**src/rtl/ultrasonic_ranger_array_if.sv**
```systemverilog
// ultrasonic_ranger_array_if: enable/echo inputs and per-channel ranging results of the ranger array.
interface ultrasonic_ranger_array_if #(
   parameter int CHANNELS = 2,
   parameter int CNT_W = 32
);
   logic enable;
   logic [CHANNELS-1:0] echo;
   logic [CHANNELS-1:0] trigger;
   logic [CHANNELS*CNT_W-1:0] distance;
   logic [CHANNELS-1:0] timeout;
   logic [CHANNELS-1:0] crash;
   logic any_crash;
   logic sample_valid;
   logic [2:0] sample_ch;
   modport master (output enable, echo, input trigger, distance, timeout, crash, any_crash, sample_valid, sample_ch);
   modport slave (input enable, echo, output trigger, distance, timeout, crash, any_crash, sample_valid, sample_ch);
endinterface

```
**src/rtl/ultrasonic_ranger_array.sv**
```systemverilog
// ultrasonic_ranger_array: round-robin ultrasonic ranging with echo timeout and crash hysteresis.
module ultrasonic_ranger_array #(
   parameter int CHANNELS = 2,
   parameter int CNT_W = 32,
   parameter int TRIG_CYCLES = 1000,
   parameter int TIMEOUT_CYCLES = 3800000,
   parameter int HOLDOFF_CYCLES = 6000000,
   parameter int CRASH_THRESH = 294117,
   parameter int HYST = 10000
) (
   input logic clk,
   input logic rst,
   ultrasonic_ranger_array_if.slave bus
);
   localparam int CH_W = CHANNELS > 1 ? $clog2(CHANNELS) : 1;
   typedef enum logic [2:0] {IDLE, TRIG, WAIT_RISE, MEASURE, HOLDOFF} state_t;
   state_t state_q, state_d;
   logic [CNT_W-1:0] cnt_q, cnt_d;
   logic [CH_W-1:0] ch_q, ch_d;
   logic [CHANNELS-1:0] sync1_q, sync2_q, echo_q, rise, fall;
   logic [CHANNELS-1:0] timeout_q, timeout_d, crash_q, crash_d;
   logic [CHANNELS*CNT_W-1:0] dist_q, dist_d;
   logic any_crash_q, sample_valid_q, res_v, res_to;
   logic [2:0] sample_ch_q;
   logic [CNT_W:0] clear_lvl;
   assign rise = sync2_q & ~echo_q;
   assign fall = ~sync2_q & echo_q;
   assign clear_lvl = (CNT_W+1)'(CRASH_THRESH) + (CNT_W+1)'(HYST);
   always_comb begin
      state_d = state_q;
      cnt_d = cnt_q + 1'b1;
      ch_d = ch_q;
      res_v = 1'b0;
      res_to = 1'b0;
      case (state_q)
         IDLE: begin
            cnt_d = '0;
            state_d = bus.enable ? TRIG : IDLE;
         end
         TRIG: if (cnt_q == CNT_W'(TRIG_CYCLES-1)) begin
            cnt_d = '0;
            state_d = WAIT_RISE;
         end
         WAIT_RISE: if (rise[ch_q]) begin
            cnt_d = CNT_W'(1);
            state_d = MEASURE;
         end else if (cnt_q == CNT_W'(TIMEOUT_CYCLES-1)) begin
            res_v = 1'b1;
            res_to = 1'b1;
         end
         MEASURE: begin
            res_v = fall[ch_q] || cnt_q == CNT_W'(TIMEOUT_CYCLES);
            res_to = !fall[ch_q];
         end
         HOLDOFF: if (cnt_q == CNT_W'(HOLDOFF_CYCLES-1)) begin
            cnt_d = '0;
            state_d = IDLE;
            ch_d = (ch_q == CH_W'(CHANNELS-1)) ? '0 : ch_q + 1'b1;
         end
         default: state_d = IDLE;
      endcase
      if (res_v) begin
         state_d = HOLDOFF;
         cnt_d = '0;
      end
   end
   // only the active channel's result slot is touched; crash holds inside the hysteresis band
   always_comb begin
      dist_d = dist_q;
      timeout_d = timeout_q;
      crash_d = crash_q;
      if (res_v) begin
         dist_d[ch_q*CNT_W +: CNT_W] = res_to ? CNT_W'(TIMEOUT_CYCLES) : cnt_q;
         timeout_d[ch_q] = res_to;
         crash_d[ch_q] = !res_to && (cnt_q <= CNT_W'(CRASH_THRESH) || (crash_q[ch_q] && {1'b0, cnt_q} <= clear_lvl));
      end
   end
   always_ff @(posedge clk) begin
      if (rst) begin
         state_q <= IDLE;
         cnt_q <= '0;
         ch_q <= '0;
         sync1_q <= '0;
         sync2_q <= '0;
         echo_q <= '0;
         dist_q <= '0;
         timeout_q <= '0;
         crash_q <= '0;
         any_crash_q <= 1'b0;
         sample_valid_q <= 1'b0;
         sample_ch_q <= '0;
      end else begin
         state_q <= state_d;
         cnt_q <= cnt_d;
         ch_q <= ch_d;
         sync1_q <= bus.echo;
         sync2_q <= sync1_q;
         echo_q <= sync2_q;
         dist_q <= dist_d;
         timeout_q <= timeout_d;
         crash_q <= crash_d;
         any_crash_q <= |crash_d;
         sample_valid_q <= res_v;
         sample_ch_q <= res_v ? 3'(ch_q) : sample_ch_q;
      end
   end
   assign bus.trigger = (state_q == TRIG) ? CHANNELS'(1) << ch_q : '0;
   assign bus.distance = dist_q;
   assign bus.timeout = timeout_q;
   assign bus.crash = crash_q;
   assign bus.any_crash = any_crash_q;
   assign bus.sample_valid = sample_valid_q;
   assign bus.sample_ch = sample_ch_q;
endmodule

```
**src/flat_wrapper.sv**
```systemverilog
// flat-port wrapper written by rule: the top's interface ports become plain ports
module ultrasonic_ranger_array_flat 
#(
   parameter int CHANNELS = 2,
   parameter int CNT_W = 32,
   parameter int TRIG_CYCLES = 1000,
   parameter int TIMEOUT_CYCLES = 3800000,
   parameter int HOLDOFF_CYCLES = 6000000,
   parameter int CRASH_THRESH = 294117,
   parameter int HYST = 10000
)
  (clk, rst, bus_enable, bus_echo, bus_trigger, bus_distance, bus_timeout, bus_crash, bus_any_crash, bus_sample_valid, bus_sample_ch);
  ultrasonic_ranger_array_if #(.CHANNELS(CHANNELS), .CNT_W(CNT_W)) bus_i ();
  input logic clk;
  input logic rst;
  input wire logic [$bits(bus_i.enable)-1:0] bus_enable;
  input wire logic [$bits(bus_i.echo)-1:0] bus_echo;
  output wire logic [$bits(bus_i.trigger)-1:0] bus_trigger;
  output wire logic [$bits(bus_i.distance)-1:0] bus_distance;
  output wire logic [$bits(bus_i.timeout)-1:0] bus_timeout;
  output wire logic [$bits(bus_i.crash)-1:0] bus_crash;
  output wire logic [$bits(bus_i.any_crash)-1:0] bus_any_crash;
  output wire logic [$bits(bus_i.sample_valid)-1:0] bus_sample_valid;
  output wire logic [$bits(bus_i.sample_ch)-1:0] bus_sample_ch;
  assign bus_i.enable = bus_enable;
  assign bus_i.echo = bus_echo;
  assign bus_trigger = bus_i.trigger;
  assign bus_distance = bus_i.distance;
  assign bus_timeout = bus_i.timeout;
  assign bus_crash = bus_i.crash;
  assign bus_any_crash = bus_i.any_crash;
  assign bus_sample_valid = bus_i.sample_valid;
  assign bus_sample_ch = bus_i.sample_ch;
  ultrasonic_ranger_array #(.CHANNELS(CHANNELS), .CNT_W(CNT_W), .TRIG_CYCLES(TRIG_CYCLES), .TIMEOUT_CYCLES(TIMEOUT_CYCLES), .HOLDOFF_CYCLES(HOLDOFF_CYCLES), .CRASH_THRESH(CRASH_THRESH), .HYST(HYST)) u_core (.clk(clk), .rst(rst), .bus(bus_i));
endmodule
```
**config.mk**
```make
export PLATFORM = sky130hd
export DESIGN_NAME = ultrasonic_ranger_array_flat
export DESIGN_NICKNAME = d
export VERILOG_FILES = /design/src/rtl/ultrasonic_ranger_array_if.sv /design/src/rtl/ultrasonic_ranger_array.sv /design/src/flat_wrapper.sv
export SDC_FILE = /design/constraint.sdc
export NUM_CORES = 1
export LEC_CHECK = 0
export ABC_AREA = 0
export CORE_UTILIZATION = 53
export DETAILED_ROUTE_END_ITERATION = 10
export PLACE_DENSITY = 0.79
export REMOVE_ABC_BUFFERS = 1
export SLEW_MARGIN = 15
export SYNTH_ARGS = -nofsm -noshare
export SYNTH_HDL_FRONTEND = slang
export SYNTH_SLANG_ARGS = --single-unit
```
**constraint.sdc**
```tcl
create_clock -name clk -period 3.8 [get_ports clk]
set_clock_uncertainty 0.2 [all_clocks]
set_input_delay 0.76 -clock clk [delete_from_list [all_inputs] [get_ports clk]]
set_output_delay 0.76 -clock clk [all_outputs]
set_load 0.1 [all_outputs]
```
* Yosys cells after proc, flatten, opt, wreduce, memory -nomap -nowiden
Index checks and enable logic that the tools add are counted.
** Storage, ports and cells
- Flip-flop bits (word level) :: 113
- Bits in latches :: 0
- RAM bits :: 0
- Memory bits (read-only) :: 0
- Word-level logic and storage cells :: 85
- Memories kept :: 0
** Cells by class
- $add $sub $neg :: 3
- $mul :: 0
- Divide/modulo/power cells :: 0
- $lt $le $gt $ge :: 4
- Equal/unequal tests :: 15
- Shift-type cells :: 3
- Muxes and demuxes :: 29
- Bitwise operators :: 5
- Reductions and logical operators :: 13
** Operators with widths (count)
- $mux W32 :: 4
- $pmux W32 S4 :: 1
- $bwmux W64 :: 1
- $eq A32 B22 Y1 const B :: 2
- $le A32 B19 Y1 const B :: 2
- $shift A32 B34 Y64 const A :: 1
- $shiftx A32 B34 Y64 :: 1
- $neg A6 Y34 :: 1
- $add A32 B1 Y32 const B :: 1
- $eq A32 B10 Y1 const B :: 1
- $eq A32 B23 Y1 const B :: 1
- $pmux W3 S5 :: 1
- $mux W3 :: 4
- $mux W1 :: 11
- $ne A3 B1 Y1 const B :: 3
- $ne A2 B1 Y1 const B :: 4
- $reduce_and A4 Y1 :: 2
- $eq A3 B2 Y1 const B :: 2
- $and A2 B2 Y2 :: 2
- $bwmux W2 :: 2
- $mux W2 :: 2
- $not A2 Y2 :: 2
- $pmux W1 S2 :: 2
- $reduce_or A2 Y1 :: 2
- other kinds (13) :: 17

* Logic depth before layout (Yosys ltp)
Gate-level depths: netlist of the first run.
- Word-level depth :: 11
- Mapped depth :: 10

* Least setup slack after synthesis of the first run
No wires, ideal clock.
- Path kind :: register -> output
- Start point :: register u_core.ch_q
- End point :: output bus_trigger[1]
- Arrival time :: 2176 ps
- Setup slack :: 664 ps
- Stages on the path, launching flop included :: 4
- Path buffers :: 1
- Cell sequence :: dfxtp_1 buf_1 inv_1 nor2_1
** On the way
- Word-level cells in the longest chain between the ends :: 2
** RTL lines
- start: declaration :: line ultrasonic_ranger_array.sv:19 : logic [CH_W-1:0] ch_q, ch_d;
- start signal: assignment :: line ultrasonic_ranger_array.sv:95 : ch_q <= ch_d;
- $shl A1 B1 Y2 :: line ultrasonic_ranger_array.sv:107 : assign bus.trigger = (state_q == TRIG) ? CHANNELS'(1) << ch_q : '0;
- $mux W2 :: line ultrasonic_ranger_array.sv:107
- end: declaration :: line flat_wrapper.sv:18 : output wire logic [$bits(bus_i.trigger)-1:0] bus_trigger;
No other way between the ends.

* Worst setup path in the final report of the first run
- Start point :: register u_core.ch_q
- End point :: register u_core.dist_q[63], in the netlist u_core.bus.distance[63]
** On the way
- Word-level cells in the longest chain between the ends :: 7
- Elaborated cells on any way between the ends :: 14
- Those cells by class :: add/sub (1); shift (2); mux (9); reduce/logical (2)
** RTL lines
- $mux W1, on equally long branches (2 in a row) :: line ultrasonic_ranger_array.sv:44, ultrasonic_ranger_array.sv:52, ultrasonic_ranger_array.sv:53
- $mux W1 / $logic_not A1 Y1 (equally long branches) :: line ultrasonic_ranger_array.sv:44, ultrasonic_ranger_array.sv:53
- $pmux W1 S2 :: line ultrasonic_ranger_array.sv:35 : case (state_q)
- $mux W32 :: line ultrasonic_ranger_array.sv:73 : dist_d[ch_q*CNT_W +: CNT_W] = res_to ? CNT_W'(TIMEOUT_CYCLES) : cnt_q;
- $shiftx A32 B34 Y64 :: line ultrasonic_ranger_array.sv:73
- $bwmux W64 :: line ultrasonic_ranger_array.sv:73
- end signal: assignment :: line ultrasonic_ranger_array.sv:99 : dist_q <= dist_d;
- end: declaration :: line ultrasonic_ranger_array.sv:22 : logic [CHANNELS*CNT_W-1:0] dist_q, dist_d;
Parallel ways exist; a longest one is shown, timed or not. The select of a mux whose other input is x is not followed.
A chain may end at the register's enable or synchronous reset.

==> key figures, run 1 <==
Yosys
  • Post-synthesis mux area share: slightly above 1%
  • Seq/Total Area, Yosys: about 47%
  • Synth Area in XOR/XNOR: 5.41%
  • Adder-Cell Fraction of Synth Area: 0.773%
  • Most used DFF post-synth: dfxtp_1
  • Yosys Warn Count: 0
  • Netlist cell types: 59
  • Synthesized instance count: ~530
  • Cell taking the most area after synthesis: dfxtp_1
  • Syn Area/Cell: 9.11 µm²
  • Post-synth top area share: between 40% and 50%
  • Share of synthesized registers carrying an async set or reset: 0%
  • Area contributors post-synth: dfxtp_1 (47%), nor2_1 (7.1%), a211oi_1 (4.8%), xnor2_1 (4.0%), a22o_1 (3.1%)
  • Largest family of logic cells by synthesized area: simple AND/OR/NAND/NOR gates
  • Compound-cell area share of the yosys netlist: 17.5%
  • Simple-gate share of the synthesized area: 22.8%
  • #FFs+latches synth: 113
  • Post-synth EDFFs: 0
  • Synthesized area: 4850 µm²

Finish
  • Fillers: 649
  • Sequential cell area: between 2000 and 2500 µm²
  • Diode count: 0
  • Post-route insts no fill: roughly 730
  • Synth-to-layout area growth: 29.8%
  • Share of cells above drive strength 1: about 11%
  • Finished Core Util: 71.6%
  • Design Area, Final: ~6300 µm²
  • Multi-input gate area: ~2300 µm²
  • Nets: 612

Clock network
  • Clock Latency Late Sink: 0.52 ns
  • CTS tree: yes
  • Cts repair resizes: 0
  • Setup Fix Bufs, Post-CTS: 0
  • # hold bufs at CTS: 0
  • CTS buffer count: 17
  • Root Buffer: clkbuf_8
  • Clock sink count: 113
  • Htree depth: 4
  • Deepest clock path buffer count: 2
  • Worst-path clk slew: 0.06 ns

Timing
  • Worst-Margin Slew: 1.00 ns
  • Fin. Hold Viols: 0
  • Fin crit share: 81.6%
  • Setup_tns: 0 ns
  • Fin. max-slew vios: 0
  • RSZ-0062 raised after global routing: false
  • Tmin final: 3.10 ns
  • FMAX: 322 MHz
  • Slew HR: around 33%
  • Final setup viols: 0

Die
  • Chip height: 97.7 µm
  • Core Region: 8810 µm²
  • Initial cell density of the core: 55.1%
  • Die footprint: 9550 µm²
  • Row cnt: 34
  • Die Width: 97.7 µm
  • IO Pins: 80

Worst setup path
  • Worst path cell trace: or3b_2 -> nand2_1 -> o21bai_1 -> a211o_1 -> buf_4 -> nand3_1 -> o41ai_1
  • Crit-path leading delay family: compound AO/OA/AOI/OAI gates
  • Cells on worst reg2reg path: 7
  • CP max stage delay: roughly 0.7 ns
  • Critical Path Source Type: flop
  • Reg-to-Reg End: u_core.bus.distance[63]
  • Setup crit end kind: flop
  • Slowest stage cell, crit path: dfxtp_1
  • Launching point of the worst reg2reg path: u_core.ch_q
  • Crit path DAT: 3.31 ns
  • Reg-to-reg slack, setup: ~0.7 ns
  • CP Max Fanout: 18
  • Req. time, crit path: ~4.0 ns
  • Critical setup path kind: reg -> reg
  • Crit path buf inv count: 1

Min path
  • Hold Startpoint: u_core.sync1_q[1]
  • Hold Crit Class: reg -> reg
  • Hold endpoint: u_core.sync2_q[1]
  • Cells on Worst Hold Path: 1

Power
  • Peak VDD IR: 0.259 mV
  • Pleak: 2.15 nW
  • Overall power: 2.94 mW
  • Power per cell area: 467 nW/µm²

Place
  • Placed Instances: 693
  • Detailed-placement wirelength estimate: around 8500 µm
  • GPL Wtd Cong: around 0.96
  • Post-DP Area: 5670 µm²
  • Count of input and output buffers: just under 80

Global route
  • Congestion Overflow GR: 0
  • GRT Total Usage: ~28%
  • Largest net degree at the start of global routing: 47
  • Number of global-route vias before repair: 4,159
  • Initial antenna violation count: 0
  • First-pass GRT wire length: 20,800 µm

Route
  • DRT Wirelength: 12,800 µm
  • DRC: 8
  • DRT Pass-1 Iters: 9
  • Vias: between 4,000 and 5,000
  • WL per Instance: about 18 µm
  • Number of vias per cell: 5.90
  • Post-route ant nets: 0
  • DRT iter0 DRCs: 236

Outcome
  • Failing checks: design-rule violations
  • Status: finished, violations left

Job
  • Max-cap violations: 0
## worst max-delay path by stage
stage,startpoint,endpoint,cells after the start
2_1_floorplan,u_core.cnt_q[0],u_core.bus.distance[10],7
3_3_place_gp,u_core.cnt_q[0],u_core.bus.distance[36],7
3_5_place_dp,u_core.cnt_q[0],u_core.bus.distance[33],7
4_1_cts,u_core.cnt_q[0],u_core.bus.distance[33],7
5_1_grt,u_core.ch_q,u_core.bus.distance[63],7
6_report,u_core.ch_q,u_core.bus.distance[63],7
## registers in the layout, summed over array words and instances, names as in the netlist
signal,flops
u_core.echo_q,2
u_core.sync1_q,2
u_core.sync2_q,2
u_core.cnt_q,32
u_core.bus.any_crash,1
u_core.bus.sample_ch,1
u_core.state_q,3
u_core.ch_q,1
u_core.bus.sample_valid,1
u_core.bus.crash,2
u_core.bus.distance,64
u_core.bus.timeout,2
## worst reg2reg max path, delay by kind of cell (launching register included)
| family | cells | cell delay, ns |
|---|---|---|
| and+or+nand+nor | 3 | 0.44 |
| AOI/OAI and AO/OA | 3 | 1.31 |
| DFF | 1 | 0.72 |
| buffers and inverters | 1 | 0.32 |
## final cells by class
type / instances / area share (%)
Sequential cell: 113 / 35.9
Clock inverter: 14 / 3.22
Inverter: 25 / 1.49
Clock buffer: 18 / 6.79
Timing Repair Buffer: 89 / 13.4
Multi-Input combinational cell: 358 / 37.0
Tap cell: 108 / 2.14
## through the flow
step | setup slack [ns] | hold WS [ns]
CTS | 0.719 | 0.249
detailed placement | 0.727 | 0.234
finish | 0.698 | 0.246
floorplan | 0.106 | 0.214
global route | 0.500 | 0.265
global placement | 0.867 | 0.229
## cells in the final DEF, fill, tap and decap left out, types with 5 or more instances in the layout
master           netlist  routed
a22o_1                17      17
nor2_1                92      92
nor2b_1                7       7
xor2_1                 8       8
and3_1                10      10
nor3_1                 8       8
inv_1                 24      24
nand2_1               28      28
mux2i_1                5       5
clkbuf_16              0      16
o41ai_2                9       9
nand4_1                9       9
or3_1                  5       5
a21oi_1                9       9
o41ai_1                7       7
clkdlybuf4s50_1        0      72
nor4_1                 8       8
xnor2_1               22      22
dfxtp_1              113     113
nor4bb_1               6       6
nand3_1               25      25
buf_4                  2      16
a211oi_1              31      30
## synth_stat cells (9+ instances only)
library cell,count
nand3_1,25
a211oi_1,31
dfxtp_1,113
xnor2_1,22
nor2_1,92
a21oi_1,9
a22o_1,17
o41ai_2,9
nand2_1,28
inv_1,24
nand4_1,9
clkbuf_1,17
and3_1,10
buf_2,13
## power breakdown
group	switching [mW]	total, mW	leakage (nW)	internal, mW
clock	0.599	1.69	0.295	1.09
combinational	0.0467	0.0593	0.948	0.0126
sequential	0.00453	1.19	0.911	1.19
total	0.650	2.94	2.15	2.29
## layer usage
layer / part of all wire (%) / global-route usage, % / up-vias
met1: 44 / 35.9 / 2039
met5: 0 / 0 / -
met3: 6.4 / 7.34 / 30
li1: - / - / 2040
met4: 2.3 / 11.3 / 0
met2: 47 / 43.8 / 170
## kinds of logic after synthesis
group                    count (synthesis)
AO/OA/AOI/OAI                           99
XOR/XNOR                                30
multiplexers                             5
adder cells (fa/ha/maj)                  3
buffers and inverters                   63
AND/OR/NAND/NOR                        219
flip-flops                             113
other                                    1
(Power assumes the default switching activity.)
==> run 2, diff against run 1 <==
--- a/config.mk
+++ b/config.mk
@@ -6,9 +6,9 @@
 export NUM_CORES = 1
 export LEC_CHECK = 0
 export ABC_AREA = 0
-export CORE_UTILIZATION = 53
+export CORE_UTILIZATION = 48
 export DETAILED_ROUTE_END_ITERATION = 10
-export PLACE_DENSITY = 0.79
+export PLACE_DENSITY = 0.76
 export REMOVE_ABC_BUFFERS = 1
 export SLEW_MARGIN = 15
 export SYNTH_ARGS = -nofsm -noshare
==> constraint.sdc (replaced) <==
create_clock -name clk -period 2.8 [get_ports clk]
set_clock_uncertainty 0.2 [all_clocks]
set_input_delay 0.56 -clock clk [delete_from_list [all_inputs] [get_ports clk]]
set_output_delay 0.56 -clock clk [all_outputs]
set_load 0.1 [all_outputs]
==> run 2 against run 1 <==
Compared with the run above: the flow now finishes without violations; sequential power rose by 36%; clock power rose by 31%; via count rose by 0.68%.
==> key figures, run 2 (synthesis results as in run 1) <==
Power
  • Power per cell area: 612 nW/µm²
  • Peak VDD IR: between 0.4 and 0.5 mV
  • Pleak: 2.43 nW

Global route
  • GRT Total Usage: around a quarter
  • Number of global-route vias before repair: approximately 4,000
  • Congestion Overflow GR: 0
  • Initial antenna violation count: 0
  • Largest net degree at the start of global routing: 58
  • First-pass GRT wire length: 20,300 µm

Route
  • WL per Instance: 16.7 µm
  • Number of vias per cell: 5.59
  • DRT Wirelength: 12,900 µm
  • Post-route ant nets: 0
  • DRT Pass-1 Iters: 5
  • DRT iter0 DRCs: 194
  • DRC: 0
  • Vias: 4,308

Min path
  • Hold Startpoint: rst
  • Hold Crit Class: in -> reg
  • Cells on Worst Hold Path: 2
  • Hold endpoint: u_core.state_q[2]

Clock network
  • CTS buffer count: 17
  • Htree depth: 4
  • Worst-path clk slew: ~0.060 ns
  • Clock sink count: 113
  • # hold bufs at CTS: 0
  • Deepest clock path buffer count: 2
  • Root Buffer: clkbuf_8
  • Clock Latency Late Sink: 0.51 ns
  • CTS tree: yes
  • Setup Fix Bufs, Post-CTS: 0
  • Cts repair resizes: 0

Finish
  • Share of cells above drive strength 1: 24.8%
  • Nets: 634
  • Diode count: 0
  • Synth-to-layout area growth: 31.7%
  • Commonest non-fill, non-tap cell in the layout: dfxtp_1
  • Post-route insts no fill: 770
  • Fillers: between 800 and 900
  • Max FFs per register: 64
  • Most frequent cells in the layout: dfxtp_1 (113), buf_4 (101), nor2_1 (92)
  • Design Area, Final: 6390 µm²

Timing
  • Fin. max-slew vios: 0
  • Slew HR: 57.4%
  • Worst-Margin Slew: 0.640 ns
  • Fin. Hold Viols: 0
  • FMAX: 360 MHz
  • Fin crit share: between 90 and 100%
  • Tmin final: 2.77 ns
  • Final setup viols: 0
  • RSZ-0062 raised after global routing: false

Outcome
  • Status: complete, no violations

Die
  • Chip height: 103 µm
  • Row cnt: 36
  • IO Pins: 80
  • Die footprint: 10,500 µm²
  • Core Region: 9770 µm²
  • Die Width: 103 µm
  • Initial cell density of the core: 49.7%

Worst setup path
  • Reg-to-Reg End: u_core.cnt_q[29]
  • Reg-to-reg slack, setup: 0.03 ns
  • CP Max Fanout: 18
  • Setup crit end kind: flop
  • Critical Path Source Type: flop
  • Crit path DAT: 2.97 ns
  • Critical setup path kind: reg -> reg
  • Launching point of the worst reg2reg path: u_core.cnt_q[29]
  • Cells on worst reg2reg path: 7
  • Req. time, crit path: 2.99 ns

Job
  • Max-cap violations: 0

Place
  • Detailed-placement wirelength estimate: 8970 µm
  • GPL Wtd Cong: a little under 1
  • Post-DP Area: between 5000 and 6000 µm²
  • Count of input and output buffers: 77
  • Placed Instances: 740
run 2: cell types whose count changed in the layout (fill, tap and decap cells not counted), sizes merged:
cell and delta:
buf +91, clkdlybuf4s50 -69, clkbuf +8, clkinvlp -4, inv -4, bufinv -1
clkinv -1
run 2: power breakdown:
part | internal (mW) | switching, mW
Clock | 1.51 | 0.697
Sequential | 1.62 | 0.00500
Combinational | 0.0223 | 0.0642
Total | 3.15 | 0.766
run 2: worst max path at each step:
stage,from,end,slack (ns),cells after the start
after floorplan,u_core.cnt_q[0],u_core.bus.distance[10],-0.89,7
after global placement,u_core.cnt_q[29],u_core.cnt_q[19],0.09,7
after detailed placement,u_core.cnt_q[29],u_core.cnt_q[22],0.08,7
after CTS,u_core.cnt_q[29],u_core.cnt_q[29],0.04,7
after global routing,u_core.cnt_q[1],u_core.bus.distance[42],0.02,7
final,u_core.cnt_q[29],u_core.cnt_q[29],0.03,7
run 2: stage by stage:
| stage | worst slack, ns | utilization [%] | hold slack, ns | setup TNS, ns | total power [mW] |
|---|---|---|---|---|---|
| after floorplan | -0.894 | - | 0.214 | -35.49 | 1.70 |
| after global placement | 0.0851 | 58.8 | 0.227 | 0 | 1.74 |
| after detailed placement | 0.0815 | 58.8 | 0.250 | 0 | 1.74 |
| after CTS | 0.0413 | 65.1 | 0.118 | 0 | 3.94 |
| after global routing | 0.0164 | 65.4 | 0.138 | 0 | 4.01 |
| final | 0.0258 | 65.4 | 0.142 | 0 | 3.91 |
run 2: final cells by class:
type                       instances  area [µm²]  share of cell area (%)
clock buffer                      26         518                    8.10
clock inverter                     4        95.1                    1.49
inverter                          25        93.8                    1.47
multi-input combinational        358        2350                    36.8
sequential                       113        2260                    35.4
tap                              133         166                    2.60
timing repair buffer             111         905                    14.1
run 2: worst max-delay path, cell delays in order (launching register included):
cell     delay [ns]
dfxtp_1        0.34
or4_4          0.57
or3_1          0.41
nor4_1         0.36
a21o_1         0.24
a311o_1        0.24
buf_6          0.21
nor2_1         0.09
run 2: metal layers:
metal	up-vias	routed length, µm	global-route usage (%)
met5	-	0	0
met4	0	292	10.7
met3	28	642	6.17
met2	144	6150	42.3
met1	2061	5800	32.3
li1	2075	-	-
==> run 3, diff against run 2 <==
--- a/config.mk
+++ b/config.mk
@@ -6,9 +6,9 @@
 export NUM_CORES = 1
 export LEC_CHECK = 0
 export ABC_AREA = 0
-export CORE_UTILIZATION = 48
+export CORE_UTILIZATION = 53
 export DETAILED_ROUTE_END_ITERATION = 10
-export PLACE_DENSITY = 0.76
+export PLACE_DENSITY = 0.79
 export REMOVE_ABC_BUFFERS = 1
 export SLEW_MARGIN = 15
 export SYNTH_ARGS = -nofsm -noshare
==> constraint.sdc (replaced) <==
create_clock -name clk -period 2.9 [get_ports clk]
set_clock_uncertainty 0.2 [all_clocks]
set_input_delay 0.58 -clock clk [delete_from_list [all_inputs] [get_ports clk]]
set_output_delay 0.58 -clock clk [all_outputs]
set_load 0.1 [all_outputs]
==> run 3 against run 2 <==
Compared with the run above: the flow now finishes with violations (design-rule violations); cell area shrank 0.88%; power shrank 1.4%; core utilization grew 6.6 points; sequential power shrank 4%; global-route usage grew 2.7 points; flip-flop and latch count is the same; fmax shrank 0.30%; worst hold slack gained 0.11 ns; count of clock-buffer cells in the layout shrank 6; register-to-register slack gained 0.09 ns.
==> key figures, run 3 (synthesis results as in run 1) <==
Outcome
  • Status: finished, violations left
  • Failing checks: design-rule violations

Worst setup path
  • Worst path cell trace: ha_1 -> and3_1 -> nand3_1 -> or4_4 -> a211o_1 -> buf_4 -> o41ai_1
  • Critical setup path kind: reg -> reg
  • Critical Path Source Type: flop
  • Req. time, crit path: just over 3 ns
  • Cells on worst reg2reg path: 7
  • Launching point of the worst reg2reg path: u_core.cnt_q[0]
  • Crit path buf inv count: 1
  • Reg-to-reg slack, setup: 0.12 ns
  • Slowest stage cell, crit path: or4_4
  • Reg-to-Reg End: u_core.bus.distance[49]
  • CP max stage delay: approximately 0.52 ns
  • Crit path DAT: 2.97 ns
  • CP Max Fanout: 14
  • Setup crit end kind: flop
  • Crit-path leading delay family: simple AND/OR/NAND/NOR gates

Route
  • Number of vias per cell: 5.85
  • DRT Pass-1 Iters: 8
  • DRT Wirelength: 13,100 µm
  • DRT iter0 DRCs: between 200 and 300
  • Vias: 4,332
  • Post-route ant nets: 0
  • DRC: 8
  • WL per Instance: 17.7 µm

Place
  • Detailed-placement wirelength estimate: between 9000 and 10,000 µm
  • GPL Wtd Cong: 0.897
  • Placed Instances: 711
  • Post-DP Area: 5710 µm²
  • Worst slack at placement: 0.127 ns
  • Count of input and output buffers: between 70 and 80

Clock network
  • Htree depth: 4
  • Setup Fix Bufs, Post-CTS: 0
  • Deepest clock path buffer count: 2
  • Root Buffer: clkbuf_8
  • Worst-path clk slew: roughly 0.06 ns
  • Clock Latency Late Sink: 0.51 ns
  • Clock sink count: 113
  • CTS buffer count: 17
  • CTS tree: yes

Min path
  • Hold Startpoint: u_core.sync1_q[1]
  • Hold endpoint: u_core.sync2_q[1]
  • Cells on Worst Hold Path: 1
  • Hold Crit Class: reg -> reg

Power
  • Overall power: 3.86 mW
  • Pleak: about 2.4 nW
  • Power per cell area: 609 nW/µm²
  • Peak VDD IR: 0.362 mV

Timing
  • Fin crit share: 96.0%
  • Fin. Hold Viols: 0
  • Fin. max-slew vios: 0
  • Slew HR: 61.4%
  • Setup_tns: 0 ns
  • Final setup viols: 0
  • RSZ-0062 raised after global routing: false
  • Setup WS post-layout: 0.117 ns
  • Worst-Margin Slew: 0.578 ns
  • Tmin final: 2.78 ns
  • FMAX: 359 MHz

Die
  • Die Width: about 100 µm
  • Chip height: 97.7 µm
  • Core Region: 8810 µm²
  • IO Pins: 80
  • Die footprint: 9550 µm²
  • Initial cell density of the core: between 50% and 60%
  • Row cnt: 34

Global route
  • Number of global-route vias before repair: between 4,000 and 5,000
  • GRT Total Usage: 28.4%
  • Initial antenna violation count: 0
  • Congestion Overflow GR: 0
  • First-pass GRT wire length: 21,400 µm
  • Largest net degree at the start of global routing: a little under 50

Finish
  • Share of cells above drive strength 1: between 20% and 30%
  • Nets: 630
  • Most frequent cells in the layout: dfxtp_1 (113), buf_4 (97), nor2_1 (92)
  • Post-route insts no fill: 741
  • Max FFs per register: 64
  • Synth-to-layout area growth: 30.6%
  • Diode count: 0
  • Commonest non-fill, non-tap cell in the layout: dfxtp_1
  • Fillers: roughly 660
  • Design Area, Final: 6340 µm²

Job
  • Max-cap violations: 0
[run 3: how the worst max path moves through the flow]
| stage | startpoint | to | slack, ns | depth (start not counted) |
|---|---|---|---|---|
| finish | u_core.cnt_q[0] | u_core.bus.distance[49] | 0.12 | 7 |
| global route | u_core.cnt_q[0] | u_core.bus.distance[49] | 0.02 | 7 |
| CTS | u_core.cnt_q[29] | u_core.bus.distance[49] | 0.1 | 6 |
| detailed placement | u_core.cnt_q[29] | u_core.bus.distance[49] | 0.13 | 6 |
| global placement | u_core.cnt_q[13] | u_core.cnt_q[14] | 0.24 | 7 |
| floorplan | u_core.cnt_q[0] | u_core.bus.distance[10] | -0.79 | 7 |
[run 3: layer usage]
metal	track usage, %	up-vias	share of wire (%)
li1	-	2074	-
met1	36.8	2091	45
met2	46.2	145	48
met3	6.26	22	5.7
met4	11.4	0	2.0
met5	0	-	0
[run 3: timing repair]
| item | in CTS | in global routing |
|---|---|---|
| hold buffers | 0 | 0 |
| gates resized for setup | 0 | 2 |
| endpoints found under the setup margin | 0 | 60 |
[run 3: per-stage QoR]
stage	utilization (%)	hold slack, ns
floorplan	-	0.214
global placement	64.8	0.229
detailed placement	64.8	0.236
CTS	71.9	0.255
global route	72.0	0.276
finish	72.0	0.252
[run 3: cell type report]
class	count	area (µm²)	share of cell area, %
clock inverter	10	185	2.92
multi-input combinational	358	2340	37.0
sequential	113	2260	35.7
timing repair buffer	107	883	13.9
inverter	25	93.8	1.48
clock buffer	20	435	6.87
tap	108	135	2.13
[run 3: worst register-to-register path, delay by kind of cell (launching register included)]
family	cells	cell delay, ns
flops	1	0.43
fa+ha+maj	1	0.21
compound gates	2	0.76
buf+inv	1	0.23
simple gates	3	0.83
[run 3: where the power goes]
part	internal, mW	switching (mW)
combinational	0.0212	0.0634
clock	1.49	0.716
sequential	1.56	0.00560
